## config.mk

```make
export PLATFORM = sky130hd
export DESIGN_NAME = resta_operand_sequencer
export DESIGN_NICKNAME = d
export VERILOG_FILES = /design/src/rtl/resta_operand_sequencer.sv
export SDC_FILE = /design/constraint.sdc
export NUM_CORES = 1
export LEC_CHECK = 0
export BUFFER_PORTS_ARGS = -buffer_cell sky130_fd_sc_hd__buf_2
export CAP_MARGIN = 20
export CORE_AREA = 5 5 51 53
export DETAILED_ROUTE_END_ITERATION = 10
export DIE_AREA = 0 0 56 58
export PLACE_DENSITY = 0.79
export SYNTH_ARGS = -nofsm -noshare
export SYNTH_HDL_FRONTEND = slang
export SYNTH_SLANG_ARGS = --single-unit
```

## constraint.sdc

```tcl
create_clock -name clk -period 4.3 [get_ports clk]
set_clock_uncertainty 0.2 [all_clocks]
set_input_delay 0.215 -clock clk [delete_from_list [all_inputs] [get_ports clk]]
set_output_delay 0.215 -clock clk [all_outputs]
set_load 0.05 [all_outputs]
```

## src/rtl/resta_operand_sequencer.sv

```systemverilog
// Operand sequencer for the M-bit ripple subtractor: loads A then B on debounced
// button presses, waits a settle window, then latches the result and flags for display.
module resta_operand_sequencer #(
    parameter int M             = 4,
    parameter int SETTLE_CYCLES = 2
) (
    input  logic         clk,
    input  logic         rst_n,
    input  logic [M-1:0] data_in,
    input  logic         load_btn,
    input  logic         clear,
    output logic [M-1:0] op_a,
    output logic [M-1:0] op_b,
    input  logic [M-1:0] r_in,
    input  logic         c_in,
    input  logic         n_in,
    input  logic         v_in,
    input  logic         z_in,
    output logic [M-1:0] result,
    output logic         flag_c,
    output logic         flag_n,
    output logic         flag_v,
    output logic         flag_z,
    output logic         result_valid,
    output logic         busy
);

    localparam int CW = (SETTLE_CYCLES > 1) ? $clog2(SETTLE_CYCLES) : 1;
    localparam logic [CW-1:0] CNT_LAST = CW'(SETTLE_CYCLES - 1);

    typedef enum logic [1:0] {
        S_WAIT_A = 2'd0,
        S_WAIT_B = 2'd1,
        S_SETTLE = 2'd2,
        S_DONE   = 2'd3
    } state_e;

    state_e         state_q, state_d;
    logic           sync1_q, sync2_q, prev_q;
    logic           load_pulse;
    logic [CW-1:0]  cnt_q, cnt_d;
    logic [M-1:0]   op_a_q, op_a_d;
    logic [M-1:0]   op_b_q, op_b_d;
    logic [M-1:0]   result_q, result_d;
    logic [3:0]     flags_q, flags_d;   // {C, N, V, Z}
    logic           valid_q, valid_d;

    // Two-flop synchronizer plus edge detector: one pulse per press.
    assign load_pulse = sync2_q & ~prev_q;

    always_ff @(posedge clk or negedge rst_n) begin
        if (!rst_n) begin
            state_q  <= S_WAIT_A;
            sync1_q  <= 1'b0;
            sync2_q  <= 1'b0;
            prev_q   <= 1'b0;
            cnt_q    <= '0;
            op_a_q   <= '0;
            op_b_q   <= '0;
            result_q <= '0;
            flags_q  <= '0;
            valid_q  <= 1'b0;
        end else begin
            state_q  <= state_d;
            sync1_q  <= load_btn;
            sync2_q  <= sync1_q;
            prev_q   <= sync2_q;
            cnt_q    <= cnt_d;
            op_a_q   <= op_a_d;
            op_b_q   <= op_b_d;
            result_q <= result_d;
            flags_q  <= flags_d;
            valid_q  <= valid_d;
        end
    end

    always_comb begin
        state_d  = state_q;
        cnt_d    = cnt_q;
        op_a_d   = op_a_q;
        op_b_d   = op_b_q;
        result_d = result_q;
        flags_d  = flags_q;
        valid_d  = valid_q;
        if (clear) begin
            state_d  = S_WAIT_A;
            cnt_d    = '0;
            op_a_d   = '0;
            op_b_d   = '0;
            result_d = '0;
            flags_d  = '0;
            valid_d  = 1'b0;
        end else begin
            case (state_q)
                S_WAIT_A: begin
                    if (load_pulse) begin
                        op_a_d  = data_in;
                        state_d = S_WAIT_B;
                    end
                end
                S_WAIT_B: begin
                    if (load_pulse) begin
                        op_b_d  = data_in;
                        cnt_d   = '0;
                        state_d = S_SETTLE;
                    end
                end
                S_SETTLE: begin
                    cnt_d = cnt_q + 1'b1;
                    if (cnt_q == CNT_LAST) begin
                        result_d = r_in;
                        flags_d  = {c_in, n_in, v_in, z_in};
                        valid_d  = 1'b1;
                        state_d  = S_DONE;
                    end
                end
                S_DONE: begin
                    if (load_pulse) begin
                        op_a_d  = data_in;
                        valid_d = 1'b0;
                        state_d = S_WAIT_B;
                    end
                end
                default: state_d = S_WAIT_A;
            endcase
        end
    end

    always_comb begin
        busy         = (state_q == S_SETTLE);
        op_a         = op_a_q;
        op_b         = op_b_q;
        result       = result_q;
        {flag_c, flag_n, flag_v, flag_z} = flags_q;
        result_valid = valid_q;
    end

endmodule

```

# Yosys cells after proc, flatten, opt, wreduce, memory -nomap -nowiden
# Cells that the tools add are included.
[totals]
memories = 0
latchBits = 0
ramBits = 0
ff_bits = 23
output_inout_bits = 18
word_cells = 57
mem_bits_ro = 0
[classes]
addsub = 1
div = 0
n_eq_ne = 7
mux = 22
n_shift = 0
n_lt_le_gt_ge = 0
mul = 0
bitwise_logic = 2
n_reduce_logical = 15
[op_table]
columns = ["cell", "count"]
rows = [
  ["$mux W4", 11],
  ["$reduce_bool A2 Y1", 5],
  ["$mux W2", 4],
  ["$reduce_and A2 Y1", 4],
  ["$ne A3 B3 Y1 const B", 2],
  ["$pmux W2 S3", 1],
  ["$reduce_and A3 Y1", 2],
  ["$reduce_bool A3 Y1", 2],
  ["$eq A2 B2 Y1 const B", 2],
  ["$mux W1", 4],
  ["$pmux W1 S2", 2],
  ["$ne A3 B1 Y1 const B", 1],
  ["$ne A3 B2 Y1 const B", 1],
  ["$eq A2 B1 Y1 const B", 1],
  ["$logic_not A2 Y1", 1],
  ["$reduce_or A2 Y1", 1],
  ["$add A1 B1 Y1 const B", 1],
  ["$and A1 B1 Y1", 1],
  ["$not A1 Y1", 1],
]

# Depth between registers and ports, before layout
# Gate-level depths: netlist of run 1.
[depth]
depth_word = 5
depth_mapped = 6
depth_no_buf = 5

# Least setup slack after synthesis of run 1
# OpenSTA, ideal clock, no wires.
[synth_path]
path_kind = "reg2reg"
startpoint = "register state_q[0]"
endpoint = "register flags_q[0]"
setup_time_ns = 0.136
arrival_ns = 1.528
setup_slack_ns = 2.436
stages_incl_launch_ff = 7
synth_period_minus_slack_ns = 1.864
path_buffers = 1
path_cell_list = "dfrtp_1 inv_1 ha_1 buf_2 nand2_1 nand2_1 a21oi_1"
[synth_via]
elab_chain_cells = 3
[synth_lines]
columns = ["item", "line_no", "source"]
rows = [
  ["start: declaration", "38", "state_e state_q, state_d;"],
  ["start signal: assignment", "64", "state_q <= state_d;"],
  ["$eq A2 B2 Y1", "--", ""],
  ["named net busy", "25", "output logic busy"],
  ["$reduce_bool A2 Y1 (no source line)", "--", ""],
  ["$reduce_and A2 Y1 (no source line)", "--", ""],
  ["end signal: assignment", "72", "flags_q <= flags_d;"],
  ["end: declaration", "45", "logic [3:0] flags_q, flags_d;"],
]
# The timed path passes the listed nets, and every way through them passes these cells.
# A chain may end at the register's enable or synchronous reset.

# Worst setup path in the final report of run 1
[layout_path]
startpoint = "register state_q[0]"
endpoint = "output busy"
[layout_via]
elab_chain_cells = 1
[layout_lines]
columns = ["item", "line_no", "source"]
rows = [
  ["$eq A2 B2 Y1", "130", "busy = (state_q == S_SETTLE);"],
  ["end: declaration", "25", ""],
]
# Every way passes these cells.

==> results.md, run 1 <==
| Quantity | Value |
| --- | --- |
| Final Net Count | 161 |
| Fraction of the core area covered by cells at the end of the flow | 64.0% |
| Launching element type of the critical path | flop |
| Peak ir drop on the vdd network | 0.301 mV |
| Pin count of the biggest net entering global routing | 24 |
| Via Count | 842 |
| Quantity of I/O buffers inserted on ports | 33 |
| CTS clk-pin slew, worst paths | 120 ps |
| Clock insertion delay at the later pin of the skew report | 310 ps |
| Post-route worst setup slack | 2350 ps |
| Routability congestion estimate | 0.808 |
| Most area-hungry cell type in the Yosys netlist | sky130_fd_sc_hd__dfrtp_1 |
| Number of setup buffers added after CTS | 0 |
| Area fraction of the dominant cell type after synthesis | 57.6% |
| CTS tree | yes |
| Commonest non-fill, non-tap cells in the layout | sky130_fd_sc_hd__buf_2, sky130_fd_sc_hd__dfrtp_1, sky130_fd_sc_hd__dlygate4sd3_1 |
| Post-synthesis cell type count | 18 |
| M1 WL | 867 um |
| Commonest non-fill, non-tap cell in the layout | sky130_fd_sc_hd__buf_2 |
| P_leak | 0.718 nW |
| Endpoint type of the worst setup path | output port |
| Final hold violations | 0 |
| Max Clk Rate | 513 MHz |
| Total of endpoints with negative setup slack in the final report | 0 |
| Global route total overflow | 0 |
| CP required | 3880 ps |
| Unrepaired setup endpoints after global routing | false |
| Wire length on met3 | 150 um |
| Portion of the post-synthesis area used by sequential elements | 57.6% |
| Root cell of the clock tree | sky130_fd_sc_hd__clkbuf_4 |
| Final routed DRC violation total | 0 |
| Sink count of the clock tree | 23 |
| Pins Over Slew Limit | 0 |
| Slew at the pin closest to its max-slew limit | 521 ps |
| Setup Total Neg Slack | 0 ps |
| Ratio of cells with drive above 1 in the final layout | 26.4% |
| Number of warnings issued by yosys | 0 |
| Most area-consuming cells after synthesis | sky130_fd_sc_hd__dfrtp_1, sky130_fd_sc_hd__mux2i_1, sky130_fd_sc_hd__a21oi_1 |
| Drt wl/cell | 12.7 um |
| Average vias per placed instance | 5.01 |
| Critical path class | flop to output port |
| Number of routed nets with antenna violations | 0 |
| First-pass GRT wire length | 3.69 mm |
| Cell area after synthesis | 998 um^2 |
| DRC violation total after the first TritonRoute iteration | 10 |
| Pwr dens | 432 nW/um^2 |
| Antenna fix cells | 0 |
| Highest metal layer used by the detailed router | met4 |
| Clock Tree Buf Depth | 2 |
| Period minus WS final | 1950 ps |
| Floorplan die width | 56 um |
| Core outline area | 2110 um^2 |
| Num CTS Buffers | 3 |
| Average size of a mapped cell | 10.7 um^2 |
| CP arrival | 1540 ps |
| Maximum fanout count along the critical path | 12 |
| Number of synthesized register bits | 23 |
| Setup slack after placement | 2600 ps |
| Total half-perimeter wirelength after legalization and detailed placement | 1.44 mm |
| Cell Rows | 17 |
| Number of global-route vias before repair | 858 |
| Maximum level of the CTS H-tree | 1 |
| Max-cap violations | 0 |
| Number of instances in the synthesized netlist | 93 |
| Number of detailed-route iterations in the first pass | 4 |
| HP Class | input port to flop |
| Effective utilization at floorplan | 47.4% |
| Total wire length after detailed routing | 2.13 mm |
| Die extent in y | 58 um |
| Worst rel slew slack | 65.3% |
| Status | completed |
| Number of antenna violations at the first check in global routing | 0 |
| Growth of design area from synthesis to finish | 35.0% |
| Routed wl met2 | 1.10 mm |
| Number of nets in the synthesized netlist | 113 |
| I/O pin count | 34 |
| Total die area | 3250 um^2 |
| Share of the clock period used by the worst path after layout | 45.4% |
| All-layer global routing usage | 14.1% |
[path summary, 6_finish.rpt]
path | slack, ps | end | start | cells after the start
setup / recovery | 2350 | busy | state_q[0] | 3
hold / removal | 80 | op_a[2] | clear | 2
setup reg to reg | 2610 | flags_q[2] | state_q[0] | 5
hold reg to reg | 160 | sync2_q | sync1_q | 0
max in group asynchronous | 3340 | state_q[1] | rst_n | 2
min in group asynchronous | 200 | result[1] | rst_n | 2
[cells by family after synthesis]
group                    Yosys count  share of synthesized area (%)
AND/OR/NAND/NOR                   34                           16.7
flip-flops                        23                           57.6
AO/OA/AOI/OAI                     18                           10.2
multiplexers                       8                           8.02
buffers and inverters              6                           2.51
adder cells (fa/ha/maj)            4                           5.01
[sequential cells by signal (all words and copies together), names as in the netlist]
register / count
sync2_q: 1
cnt_q: 1
op_b: 4
flags_q: 4
result: 4
result_valid: 1
sync1_q: 1
state_q: 2
prev_q: 1
op_a: 4
[cell usage after synthesis, drive strengths merged]
cell,count
a211o,2
a21o,1
a21oi,11
a31oi,1
buf,2
clkbuf,2
dfrtp,23
ha,4
inv,2
mux2i,8
nand2,9
nand2b,4
nand3,9
nand3b,3
nor2,8
nor2b,1
o21ai,3
[per-layer routing]
metal,track usage (%),vias up
met4,5.08,0
met1,15.8,395
met5,0,-
li1,-,412
met3,3.56,4
met2,25.9,31
[per-stage QoR]
stage	power (mW)	cells	cell area, um^2	hold slack, ps
floorplan	0.433	93	998	-281
global placement	0.474	150	1180	9.26
detailed placement	0.481	150	1180	16.5
CTS	0.589	168	1350	77.0
global route	0.618	168	1350	98.3
finish	0.582	168	1350	81.9
[worst max-delay path, stage by stage, from the launching register on]
cell                      delay (ps)
sky130_fd_sc_hd__dfrtp_1         420
sky130_fd_sc_hd__inv_1            90
sky130_fd_sc_hd__ha_1            380
sky130_fd_sc_hd__buf_2           340
[report_power, final]
group | leakage (nW) | total (mW) | internal (mW) | switching [mW]
sequential | 0.310 | 0.260 | 0.239 | 0.0208
combinational | 0.392 | 0.224 | 0.0813 | 0.143
clock | 0.0150 | 0.0976 | 0.0362 | 0.0614
[repair_timing]
item | 4_1_cts | 5_1_grt
hold buffers | 14 | 0
resized for setup | 0 | 0
endpoints found under the hold margin | 40 | 0
[layout make-up]
cell class	count	area, um^2
multi-input cells	64	398
repair buffers	47	305
fillers	170	758
inverters	2	7.51
clock buffers	4	26.3
flip-flops and latches	23	576
well taps	28	35.0
Note: power is estimated with default switching activity, not from simulation.
==> inputs of run 2 (changes only) <==
--- a/config.mk
+++ b/config.mk
@@ -7,10 +7,10 @@
 export LEC_CHECK = 0
 export BUFFER_PORTS_ARGS = -buffer_cell sky130_fd_sc_hd__buf_2
 export CAP_MARGIN = 20
-export CORE_AREA = 5 5 51 53
+export CORE_AREA = 5 5 55 57
 export DETAILED_ROUTE_END_ITERATION = 10
-export DIE_AREA = 0 0 56 58
-export PLACE_DENSITY = 0.79
+export DIE_AREA = 0 0 60 62
+export PLACE_DENSITY = 0.72
 export SYNTH_ARGS = -nofsm -noshare
 export SYNTH_HDL_FRONTEND = slang
 export SYNTH_SLANG_ARGS = --single-unit
==> constraint.sdc (replaced) <==
create_clock -name clk -period 1.7 [get_ports clk]
set_clock_uncertainty 0.2 [all_clocks]
set_input_delay 0.085 -clock clk [delete_from_list [all_inputs] [get_ports clk]]
set_output_delay 0.085 -clock clk [all_outputs]
set_load 0.05 [all_outputs]
==> run 2 against run 1 <==
Against the previous run: critical path depth increased by 2; sequential power rose to 2.5 times the previous value; die area increased by 15%; flip-flop and latch count unchanged; sequential share of layout area down 0.97 points; via count rose by 1.3%; critical endpoint is now op_a[0]; largest power group unchanged.
==> results.md, run 2 (synthesis results as in run 1) <==
| Quantity | Value | vs previous |
| --- | --- | --- |
| Global route total overflow | 0 | unchanged |
| HP Class | input port to async pin |  |
| Clk network pwr share | 16.6% | -0.2 points |
| Antenna fix cells | 0 | unchanged |
| Max-cap violations | 0 | unchanged |
| CP required | 1710 ps | -2170 ps |
| Floorplan die width | 60 um | +7.1% |
| Commonest non-fill, non-tap cell in the layout | sky130_fd_sc_hd__buf_2 |  |
| Total die area | 3720 um^2 | +15% |
| Timing startpoint of the critical path | state_q[0] |  |
| All-layer global routing usage | 12.9% | -1.2 points |
| Setup slack after placement | 83.3 ps | -2520 ps |
| Pin count of the biggest net entering global routing | 24 | unchanged |
| Total of endpoints with negative setup slack in the final report | 0 | unchanged |
| Status | completed |  |
| Number of gates resized after CTS | 0 | unchanged |
| CP arrival | 1640 ps | +100 ps |
| P_leak | 0.734 nW | +2.2% |
| Core outline area | 2430 um^2 | +16% |
| Growth of design area from synthesis to finish | 38.1% |  |
| Total half-perimeter wirelength after legalization and detailed placement | 1.53 mm | +6.3% |
| Post-placement cell count | 154 | +2.7% |
| Post-route worst setup slack | 72.7 ps | -2280 ps |
| CTS clk-pin slew, worst paths | 120 ps | about the same |
| Ratio of cells with drive above 1 in the final layout | 28.7% | +2.2 points |
| Power spent charging and discharging nets | 587 uW | +160% |
| Unrepaired setup endpoints after global routing | true |  |
| Number of global-route vias before repair | 829 | -3.4% |
| Effective utilization at floorplan | 41.0% | -6.4 points |
| Average vias per placed instance | 4.93 | -1.6% |
| Share of the clock period used by the worst path after layout | 95.7% |  |
| Pins Over Slew Limit | 0 | unchanged |
| Number of antenna violations at the first check in global routing | 0 | unchanged |
| CTS tree | yes |  |
| Slew at the pin closest to its max-slew limit | 504 ps | -16.7 ps |
| Drt wl/cell | 12.8 um | +0.75% |
| Total wire length after detailed routing | 2.21 mm | +3.8% |
| Final Net Count | 164 | +1.9% |
| Number of routed nets with antenna violations | 0 | unchanged |
| Count of non-filler cells in the finished layout | 173 | +3.0% |
| Setup Total Neg Slack | 0 ps | unchanged |
| I/O pin count | 34 | unchanged |
| Worst rel slew slack | 66.4% | +1.1 points |
| Final routed DRC violation total | 0 | unchanged |
| Maximum fanout count along the critical path | 4 | -8 |
| Commonest non-fill, non-tap cells in the layout | sky130_fd_sc_hd__buf_2, sky130_fd_sc_hd__dfrtp_1, sky130_fd_sc_hd__dlygate4sd3_1 |  |
| Worst reg-to-reg path cell count | 5 | unchanged |
| Clock insertion delay at the later pin of the skew report | 310 ps | about the same |
| DRC violation total after the first TritonRoute iteration | 43 | +33 |
| Sink count of the clock tree | 23 | unchanged |
| Endpoint type of the worst setup path | flop |  |
| Quantity of I/O buffers inserted on ports | 33 | unchanged |
| Internal portion of total power | 919 uW | +160% |
| Fraction of the core area covered by cells at the end of the flow | 56.7% | -7.3 points |
| Cell Rows | 18 | +1 |
| Critical path class | flop to flop |  |
| Net switching share of the total power | 39.0% | +0.27 points |
| Launching element type of the critical path | flop |  |
| Max Clk Rate | 615 MHz |  |
| RR Startpoint | state_q[0] |  |
| DP Area | 1200 um^2 | +1.7% |
| Final hold violations | 0 | unchanged |
| Via Count | 853 | +1.3% |
| Period minus WS final | 1630 ps |  |
| Fillers | 207 | +22% |
| Root cell of the clock tree | sky130_fd_sc_hd__clkbuf_4 |  |
| Num CTS Buffers | 3 | unchanged |
| Routability congestion estimate | 0.821 | +1.5% |
| Post-Layout Inst Area | 1380 um^2 | +2.3% |
| Portion of total power attributed to sequential cells | 43.4% | -1.3 points |
| Die extent in y | 62 um | +6.9% |
| Portion of total power attributed to combinational logic | 40.0% | +1.4 points |
| Clock Tree Buf Depth | 2 | unchanged |
| Maximum level of the CTS H-tree | 1 | unchanged |
| Peak ir drop on the vdd network | 0.568 mV | +89% |
| First-pass GRT wire length | 3.57 mm | -3.4% |
| Number of detailed-route iterations in the first pass | 4 | unchanged |
| Pwr dens | 1090 nW/um^2 | +150% |
[run 2: cell count changes in the layout (fill, tap and decap cells not counted), sizes merged]
cell	delta
buf	+2
clkbuf	-1
clkinv	+1
dlygate4sd3	+1
[run 2: power groups by stage]
| stage | logic [mW] | clock network [mW] | registers (mW) |
|---|---|---|---|
| after floorplan | 0.336 | 0 | 0.763 |
| after CTS | 0.608 | 0.269 | 0.653 |
| final | 0.602 | 0.250 | 0.653 |
| after global routing | 0.657 | 0.293 | 0.665 |
| after detailed placement | 0.573 | 0 | 0.665 |
| after global placement | 0.561 | 0 | 0.660 |
[run 2: final timing paths]
kind / endpoint / slack (ps)
setup / recovery: op_a[0] / 70
hold / removal: result[2] / 50
setup reg to reg: op_a[0] / 70
hold reg to reg: sync2_q / 170
max in group asynchronous: sync2_q / 900
min in group clk: sync2_q / 170
[run 2: routing by layer]
metal	track usage [%]	vias to the layer above	share of wire, %
met5	0	-	0
met4	6.65	0	1.6
met3	1.86	3	8.7
met2	22.5	41	46
met1	15.5	391	43
li1	-	418	-
[run 2: worst max-delay path, cell delays in order (launching register included)]
cell	delay (ps)
sky130_fd_sc_hd__dfrtp_1	400
sky130_fd_sc_hd__inv_1	70
sky130_fd_sc_hd__ha_1	330
sky130_fd_sc_hd__nand3b_1	240
sky130_fd_sc_hd__mux2i_1	230
sky130_fd_sc_hd__nor2_1	50
[run 2: cell type report]
class                      instances  area [um^2]  share of cell area, %
sequential                        23          576                   41.7
tap                               30         37.5                   2.72
inverter                           2         7.51                  0.544
timing repair buffer              50          330                   24.0
clock buffer                       3         22.5                   1.63
multi-input combinational         64          400                   29.0
clock inverter                     1         5.00                  0.363
[run 2: repair_timing]
| item | CTS | global route |
|---|---|---|
| setup buffers | 0 | 0 |
| hold endpoints to repair | 44 | 0 |
| endpoints found under the setup margin | 0 | 3 |
| hold buffers | 15 | 0 |
[run 2: stage by stage]
step	hold WS, ps	power, mW
detailed placement	-118	1.24
global route	76.4	1.61
global placement	-118	1.22
CTS	58.9	1.53
finish	53.2	1.51
floorplan	-411	1.10
